[config.mk]
export PLATFORM = sky130hd
export DESIGN_NAME = rom_boot_loader
export DESIGN_NICKNAME = d
export VERILOG_FILES = /design/src/rtl/rom_boot_loader.sv
export SDC_FILE = /design/constraint.sdc
export NUM_CORES = 1
export LEC_CHECK = 0
export CORE_MARGIN = 2
export CORE_UTILIZATION = 30
export CTS_BUF_LIST = sky130_fd_sc_hd__clkbuf_16
export CTS_CLUSTER_DIAMETER = 40
export DETAILED_ROUTE_END_ITERATION = 7
export GPL_TIMING_DRIVEN = 0
export HOLD_SLACK_MARGIN = 0.08
export SYNTH_ARGS = -nofsm -noshare
export SYNTH_HDL_FRONTEND = slang
export SYNTH_SLANG_ARGS = --single-unit
[constraint.sdc]
create_clock -name clk -period 8.2 [get_ports clk]
set_clock_uncertainty 0.1 [all_clocks]
set_input_delay 1.23 -clock clk [delete_from_list [all_inputs] [get_ports clk]]
set_output_delay 1.23 -clock clk [all_outputs]
set_load 0.01 [all_outputs]
[src/rtl/rom_boot_loader.sv]
`default_nettype none
// ============================================================================
// Module   : rom_boot_loader
// Summary  : Copies a length-prefixed ROM image into RAM and releases the CPU
//            from reset once the whole payload has been written.
// Revision : 1.0  initial release
// ============================================================================
module rom_boot_loader #(
  parameter logic [15:0] RAM_BASE  = 16'h0000,
  parameter logic [15:0] MAX_WORDS = 16'd4096
) (
  input  logic        clk,
  input  logic        reset_n,
  output logic [15:0] rom_address,
  input  logic [31:0] rom_data,
  output logic [15:0] ram_address,
  output logic [31:0] ram_wdata,
  output logic        ram_we,
  input  logic        ram_ready,
  output logic        cpu_reset_n,
  output logic        boot_done,
  output logic        boot_error,
  output logic [31:0] checksum,
  output logic [15:0] words_copied
);

  localparam logic [2:0] c_st_header = 3'd0;
  localparam logic [2:0] c_st_fetch  = 3'd1;
  localparam logic [2:0] c_st_write  = 3'd2;
  localparam logic [2:0] c_st_done   = 3'd3;
  localparam logic [2:0] c_st_error  = 3'd4;

  logic [2:0]  r_state;
  logic [15:0] r_length;
  logic [15:0] r_rom_address;
  logic [15:0] r_ram_address;
  logic [31:0] r_ram_wdata;
  logic        r_ram_we;
  logic        r_cpu_reset_n;
  logic        r_boot_done;
  logic        r_boot_error;
  logic [31:0] r_checksum;
  logic [15:0] r_words_copied;

  logic [15:0] w_next_count;
  logic [15:0] w_hdr_length;

  assign w_next_count = r_words_copied + 16'd1;
  assign w_hdr_length = rom_data[15:0];

  always_ff @(posedge clk) begin
    if (!reset_n) begin
      r_state        <= c_st_header;
      r_length       <= 16'd0;
      r_rom_address  <= 16'd0;
      r_ram_address  <= RAM_BASE;
      r_ram_wdata    <= 32'd0;
      r_ram_we       <= 1'b0;
      r_cpu_reset_n  <= 1'b0;
      r_boot_done    <= 1'b0;
      r_boot_error   <= 1'b0;
      r_checksum     <= 32'd0;
      r_words_copied <= 16'd0;
    end else begin
      // Status flags lag the terminal state by one cycle so they stay registered.
      r_boot_done   <= (r_state == c_st_done);
      r_cpu_reset_n <= (r_state == c_st_done);
      r_boot_error  <= (r_state == c_st_error);

      case (r_state)
        c_st_header: begin
          r_length <= w_hdr_length;
          if (w_hdr_length == 16'd0) begin
            r_state <= c_st_done;
          end else if (w_hdr_length > MAX_WORDS) begin
            r_state <= c_st_error;
          end else begin
            r_rom_address <= 16'd1;
            r_state       <= c_st_fetch;
          end
        end

        c_st_fetch: begin
          r_ram_wdata   <= rom_data;
          r_ram_address <= RAM_BASE + r_words_copied;
          r_ram_we      <= 1'b1;
          r_state       <= c_st_write;
        end

        c_st_write: begin
          if (ram_ready) begin
            r_checksum     <= r_checksum + r_ram_wdata;
            r_words_copied <= w_next_count;
            r_ram_we       <= 1'b0;
            if (w_next_count == r_length) begin
              r_state <= c_st_done;
            end else begin
              r_rom_address <= r_rom_address + 16'd1;
              r_state       <= c_st_fetch;
            end
          end
        end

        c_st_done, c_st_error: begin
        end

        default: begin
          // Unreachable encodings fail safe: keep the CPU parked and stop writing.
          r_ram_we <= 1'b0;
          r_state  <= c_st_error;
        end
      endcase
    end
  end

  assign rom_address  = r_rom_address;
  assign ram_address  = r_ram_address;
  assign ram_wdata    = r_ram_wdata;
  assign ram_we       = r_ram_we;
  assign cpu_reset_n  = r_cpu_reset_n;
  assign boot_done    = r_boot_done;
  assign boot_error   = r_boot_error;
  assign checksum     = r_checksum;
  assign words_copied = r_words_copied;

endmodule
`default_nettype wire

Word level (Yosys, flattened, before mapping)
Index checks and enable logic that the tools add are counted.
Cells by class
  $lt $le $gt $ge: 1
  equality and inequality tests: 9
  bitwise logic cells: 2
  reductions and logical operators: 9
  mux-type cells: 12
  $add $sub $neg: 3
Operators by type and width (number)
  $mux 16: 4
  $add 16x1->16 const B: 2
  $add 32x32->32: 1
  $pmux 16 s2: 1
  $eq 16x16->1: 1
  $gt 16x13->1 const B: 1
  $logic_not 16->1: 1
  $pmux 3 s4: 1
  $mux 3: 3
  $ne 2x2->1 const B: 4
  $eq 3x2->1 const B: 2
  $reduce_and 2->1: 3
  $reduce_and 5->1: 1
  $eq 3x1->1 const B: 1
  $eq 3x3->1 const B: 1
  $logic_not 3->1: 1
  $pmux 1 s3: 1
  $reduce_or 3->1: 1
  $mux 2: 1
  $not 1->1: 2
  $reduce_bool 2->1: 1
  $reduce_or 2->1: 1
  $mux 1: 1
Storage, ports and cells
  output and inout port bits: 116
  register bits after elaboration: 134
  bits of input ports: 35

Longest topological paths before layout
Gate-level depths: netlist (run 1).
  word-level depth: 5
  mapped depth: 11

Least setup slack after synthesis (run 1)
No wires, ideal clock.
  path kind: reg2reg
  start point: reg r_ram_wdata[0] (netlist: ram_wdata[0])
  end point: reg r_checksum[28] (netlist: checksum[28])
  period minus slack after synthesis: 2886 ps
  stages on the path, launching flop included: 11
  path slack: 5314 ps
  data required time: 7963 ps
  arrival time: 2648 ps
  path through: dfxtp_1 > ha_1 > fa_1 > a21o_1 > and4_2 > o2111ai_1 > a31oi_2 > a221oi_2 > o21bai_2 > o311ai_0 > o211ai_1
On the way
  longest elaborated chain between the ends: 1
Ends and longest elaborated chain
  from (decl): RTL line 37  | logic [31:0] r_ram_wdata;
  from (signal assigned): RTL line 84  | r_ram_wdata <= rom_data;
  $add 32x32->32: RTL line 92  | r_checksum <= r_checksum + r_ram_wdata;
  to (signal assigned): RTL line 92
  to (decl): RTL line 42  | logic [31:0] r_checksum;
No other way between the ends.
A chain may end at the register's enable or synchronous reset.

Worst setup path after layout (run 1)
Same ends and word-level chain as after synthesis.

==> run_results.csv, run 1 <==
group,metric,value,unit
status,status,"finished, final reports clean",
cts,cts_root_buf,"clkbuf_16",
cts,cts_tree,"done",
min_path,min_path_type,"reg -> reg",
timing,min_period,3361,ps
final_layout,design_area,0.009747,mm^2
power_and_ir_drop,p_seq_share,44.2,%
power_and_ir_drop,internal_power,1158,uW
synth,synth_edf_count,0,
worst_setup_path,cp_max_fo,4,
placed_design,io_buffer_count,149,
placed_design,hpwl,18490,um
timing,final_max_slew_viol_count,0,
route,via_count,7368,
route,finalWirelength,24580,um
die,io_pins,151,
placed_design,place_congestion,0.8846,
worst_setup_path,cp-start-kind,"flip-flop",
global_routing,grt_start_max_net_pins,17,
power_and_ir_drop,ir_drop,125.0,uV
synth,synthCells,941,
synth,ys_types,71,
worst_setup_path,crit_path_max_incr_delay,500,ps
final_layout,syn_to_final_growth,33.89,%
synth,synth_ff_type,"dfxtp_1",
cts,cts_resized,0,
worst_setup_path,cp.arrival,3550,ps
die,die_w,159.8,um
power_and_ir_drop,switching_share,23.02,%
cts,cts_buffers,17,
global_routing,grt_overflow_total,0,
cts,cts_buffer_depth,2,
min_path,min_delay_path_depth,2,
timing,hold_violations,0,
global_routing,track_usage,19.08,%
route,drtPass1Iterations,5,
route,wl_per_cell,17.00,um
worst_setup_path,reg2reg_depth,10,
die,die-area,0.02553,mm^2
power_and_ir_drop,clkPwrFrac,50.6,%
power_and_ir_drop,power_density,154.3,mW/mm^2
cts,cts_setup_buffers,0,
timing,max_freq,0.2975,GHz
timing,tightest_slew,900.9,ps
route,drc_errors,0,
cts,clkLatencyLatePin,430,ps
power_and_ir_drop,p_total,1504,uW
final_layout,antenna_cells,0,
cts,path_clk_slew,60,ps
synth,synth-seq-area-share,36.85,%
placed_design,dpl-instance-area,0.009176,mm^2
die,start_util,30.29,%
die,rows,57,
die,core_area,0.02403,mm^2
global_routing,antenna_found_initial,0,
timing,setup_viol,0,
synth,syn_nets,1010,
worst_setup_path,cpMaxStageDelayCell,"a221oi_2",
final_layout,fin_util,40.55,%
timing,grt_setup_unrepaired,"false",
synth,ys_ff_latch,134,
worst_setup_path,cp-end-kind,"flip-flop",
synth,ys_warn_count,0,
global_routing,grt_pass1_vias,6907,
cts,cts_sinks,134,
global_routing,grt_pass1_wl,38400,um
power_and_ir_drop,p_sw,346.2,uW
route,antenna_left,0,
final_layout,nets,1178,
timing,layout_worst_path_cycle_share,40.99,%
die,die_h,159.8,um
timing,finalSetupTns,0,ps
synth,syn_area_per_cell,7.736,um^2
synth,synth_area,0.007279,mm^2
cts,hold_buffers,0,
power_and_ir_drop,leakage,0.003576,uW
worst_setup_path,criticalPathCategory,"reg -> reg",
worst_setup_path,required,8390,ps
worst_setup_path,crit_path_cell_trace,"ha_1, fa_1, a21o_1, and4_2, o2111ai_1, a31oi_2, a221oi_2, o21bai_2, o311ai_0, o211ai_1",
cts,cts.htree.levels,4,
timing,max-slew-margin-rel,39.48,%
power_and_ir_drop,pwr-share-comb,5.2,%
route,routed_via_density,5.095,
final_layout,drive_above_1_share,5.258,%
route,drtIter0Drc,470,
run,drv_cap,0,
synth,ys_async_sr_fraction,0,%
-- registers in the layout (all words and copies together), names as in the netlist --
signal / count
boot_done: 1
boot_error: 1
checksum: 32
r_length: 16
r_state: 3
ram_address: 16
ram_wdata: 32
ram_we: 1
rom_address: 16
words_copied: 16
-- cells in the mapped netlist (3+ instances only) --
cell type  count  area (um^2)
buf_1          6        22.52
o31ai_1        7        52.55
a21o_1        14        105.1
and4_1         3        26.28
mux2i_1        4        40.04
xnor2_1       33        289.0
o211ai_1       5        37.54
xor2_1        18        157.7
or4_1          8        60.06
nor3_1        15        75.07
buf_2         10        50.05
or3_1         18        112.6
buf_4          5        37.54
inv_1         14        52.55
a21oi_1      138        690.7
a31oi_1        7        43.79
o2111ai_1      3        26.28
a31o_2         3        26.28
and3_1        12        75.07
a211oi_1       4        30.03
or2_2          3        18.77
a221oi_1       3        26.28
dfxtp_1      134         2683
a2111oi_0      3        26.28
clkbuf_1      36        135.1
nand2b_1       7        43.79
nand2_1      189        709.4
and2_1         6        37.54
nand4_1       10        62.56
o21ai_0       51        255.2
o21bai_1       3        22.52
nor2_1        46        172.7
nand3_1       35        175.2
o21a_1         5        37.54
nor4_1         7        43.79
ha_1          33        412.9
-- critical path, delay by kind of cell (launching register included) --
kind	cells	cell delay (ps)
simple gates	1	260
compound gates	7	1850
flops	1	340
fa+ha+maj	2	680
-- layout make-up --
type	count	area, um^2
Sequential cell	134	2683
Multi-Input combinational cell	734	4274
Buffer	59	270.3
Tap cell	324	405.4
Inverter	14	52.55
Clock buffer	17	425.4
Fill cell	2489	14290
Timing Repair Buffer	149	1491
Clock inverter	15	145.1
-- routing by layer --
metal | vias up | GRT usage (%) | routed length (um)
li1 | 3678 | - | -
met1 | 3444 | 25.81 | 11670
met2 | 217 | 30.48 | 11140
met3 | 29 | 3.870 | 1291
met4 | 0 | 6.306 | 487
met5 | - | 0 | 0
-- path summary, 6_finish.rpt --
path,start,endpoint,slack [ps]
max,ram_wdata[0],checksum[28],4840
min reg2reg,ram_address[8],ram_address[8],350
min,ram_address[8],ram_address[8],350
max reg2reg,ram_wdata[0],checksum[28],4840
-- power groups by stage --
stage          logic (uW)  registers [uW]  clock network [uW]
2_1_floorplan        37.0             678                   0
3_3_place_gp         77.1             679                   0
3_5_place_dp         77.2             679                   0
4_1_cts              77.8             665                 771
5_1_grt              85.0             665                 797
6_report             78.2             665                 761
-- cell families (layout without fill, tap and decap cells) --
group / Yosys count / in the layout / share of synthesized area (%)
simple gates: 375 / 375 / 24.03
fa+ha+maj: 34 / 34 / 5.947
xor+xnor: 51 / 51 / 6.136
flops: 134 / 134 / 36.85
compound gates: 270 / 270 / 22.05
mux: 4 / 4 / 0.5500
buf+inv: 73 / 254 / 4.435
-- through the flow --
step                      setup slack (ps)  std cells  hold slack, ps
final                                 4839       1446           354.2
after global routing                  4697       1446           373.0
after CTS                             4860       1446           356.5
after floorplan                       5314        941           336.3
after detailed placement              4405       1414           349.2
after global placement                4410       1414           341.8
-- cells in the final DEF (no fill, tap or decap), drive strengths merged, types with 19 or more instances in the layout --
cell type	Yosys	final
nand2	189	189
clkdlybuf4s50	0	149
a21oi	139	139
dfxtp	134	134
clkbuf	37	54
o21ai	53	53
nor2	46	46
nand3	35	35
xnor2	33	33
ha	33	33
buf	22	22
or3	19	19
Power figures use the tool's default switching activity.
==> inputs of run 2 (changes only) <==
==> constraint.sdc (replaced) <==
create_clock -name clk -period 2.7 [get_ports clk]
set_clock_uncertainty 0.1 [all_clocks]
set_input_delay 0.405 -clock clk [delete_from_list [all_inputs] [get_ports clk]]
set_output_delay 0.405 -clock clk [all_outputs]
set_load 0.01 [all_outputs]
==> run 2 against run 1 <==
Compared with the run above: the flow now finishes with violations (negative setup slack); clock power rose to 3.1 times the previous value; sequential power rose to 3.0 times the previous value; flip-flop and latch count unchanged; power rose to 3.1 times the previous value; via count up 2.5%; final area up 5.5%; combinational power rose to 3.2 times the previous value; final cell count up 1.5%; critical path depth up 1; critical path type unchanged.
==> run_results.csv, run 2 (same netlist as run 1, synthesis figures left out) <==
group,metric,value,unit
final_layout,fin_util,42.77,%
global_routing,grt_overflow_total,0,
timing,max-slew-margin-rel,52.79,%
worst_setup_path,cp_max_fo,7,
global_routing,track_usage,19.08,%
power_and_ir_drop,leakage,0.003720,uW
timing,final_max_slew_viol_count,0,
global_routing,grt_start_max_net_pins,17,
power_and_ir_drop,power_density,450.2,mW/mm^2
cts,hold_buffers,0,
worst_setup_path,cp-start-kind,"flip-flop",
die,rows,57,
run,drv_cap,0,
final_layout,fin_cells,1468,
route,drtIter0Drc,594,
route,antenna_left,0,
cts,cts.htree.levels,4,
placed_design,place_congestion,0.8709,
status,violations,"negative setup slack",
final_layout,final.fill_count,2392,
die,die_h,159.8,um
worst_setup_path,crit_path_cell_trace,"ha_4, buf_6, a22o_1, or4_4, a21oi_4, a31oi_4, a221oi_4, o21bai_2, buf_4, xnor2_2, o21ai_1",
die,die-area,0.02553,mm^2
final_layout,final_common_cell,"nand2_1",
power_and_ir_drop,ir_drop,324.3,uV
worst_setup_path,crit_path_max_incr_delay,440,ps
cts,cts_tree,"done",
worst_setup_path,cp.buffers_inverters,2,
timing,setup_viol,3,
timing,max_freq,0.3653,GHz
worst_setup_path,criticalPathCategory,"reg -> reg",
cts,cts_root_buf,"clkbuf_16",
die,die_w,159.8,um
final_layout,syn_to_final_growth,41.22,%
route,wl_per_cell,16.99,um
final_layout,multi_input_area,0.004558,mm^2
route,drtPass1Iterations,5,
final_layout,drive_above_1_share,11.99,%
worst_setup_path,crit_family,"compound AO/OA/AOI/OAI gates",
worst_setup_path,cpMaxStageDelayCell,"or4_4",
timing,grt_setup_unrepaired,"true",
power_and_ir_drop,p_total,4628,uW
timing,layout_worst_path_cycle_share,101.4,%
cts,cts_buffers,17,
cts,cts_buffer_depth,2,
die,start_util,30.29,%
global_routing,grt_pass1_wl,38470,um
timing,hold_slack,351.7,ps
timing,hold_violations,0,
cts,clkLatencyLatePin,420,ps
route,drc_errors,0,
route,via_count,7551,
cts,path_clk_slew,60,ps
cts,cts_sinks,134,
die,io_pins,151,
worst_setup_path,required,2900,ps
final_layout,layout_common_cells,"189 x nand2_1, 149 x clkdlybuf4s50_1, 136 x a21oi_1",
placed_design,dp_cells,1414,
timing,setup_ws,-37.42,ps
placed_design,hpwl,18470,um
final_layout,regArea,0.002705,mm^2
final_layout,nets,1199,
status,status,"finished with violations",
min_path,min_path_type,"reg -> reg",
placed_design,io_buffer_count,149,
timing,min_period,2737,ps
route,routed_via_density,5.144,
global_routing,grt_pass1_vias,6976,
global_routing,antenna_found_initial,1,
worst_setup_path,cp.arrival,2930,ps
route,finalWirelength,24940,um
worst_setup_path,cp-end-kind,"flip-flop",
timing,tightest_slew,702.7,ps
die,core_area,0.02403,mm^2
[run 2: cell types whose count changed in the layout (fill, tap and decap cells not counted), sizes merged]
cell | previous run | this run
inv | 16 | 14
diode | 0 | 1
clkbuf | 54 | 57
clkinv | 10 | 9
buf | 22 | 40
clkinvlp | 0 | 3
[run 2: layer usage]
layer	up-vias	GRT usage (%)	routed length [um]
met3	26	3.974	1593
met5	-	0	0
li1	3722	-	-
met2	267	29.65	11100
met1	3536	26.62	11850
met4	0	5.733	406
[run 2: power breakdown]
| group | internal (uW) | total, uW | leakage [uW] | switching, uW |
|---|---|---|---|---|
| combinational | 104 | 249 | 0.00235 | 145 |
| sequential | 2000 | 2020 | 0.00109 | 20.9 |
| clock | 1440 | 2360 | 0.000276 | 926 |
| total | 3540 | 4630 | 0.00372 | 1090 |
[run 2: worst paths after layout]
path                        start               to  slack [ps]  depth (start not counted)
setup reg to reg    ram_wdata[15]     checksum[26]         -40                         11
hold / removal    ram_address[10]  ram_address[10]         350                          2
setup / recovery    ram_wdata[15]     checksum[26]         -40                         11
hold reg to reg   ram_address[10]  ram_address[10]         350                          2
[run 2: layout make-up]
type	count	area share, %
timing repair buffer	171	16.11
antenna	1	0.02434
sequential	134	26.31
inverter	14	0.5112
multi-input combinational	734	44.34
clock inverter	15	1.582
clock buffer	17	4.138
tap	324	3.944
buffer	58	3.031
[run 2: what timing repair did]
item,4_1_cts,5_1_grt
cloned,0,1
endpoints found under the setup margin,33,58
gates resized for setup,36,55
pin swaps,13,21
setup buffers,8,13
[run 2: metrics by stage]
step	TNS [ps]	instance area (um^2)	worst slack [ps]
2_1_floorplan	0	7328	8.973
3_3_place_gp	-8337	9225	-370.2
3_5_place_dp	-8447	9225	-359.6
4_1_cts	-99.69	10030	-50.09
5_1_grt	-1245	10280	-182.7
6_report	-95.75	10280	-37.42
[run 2: tightest hold or removal path, stage by stage, from the launching register on]
cell,delay [ps]
dfxtp_1,300
nand2_1,50
a21oi_1,50
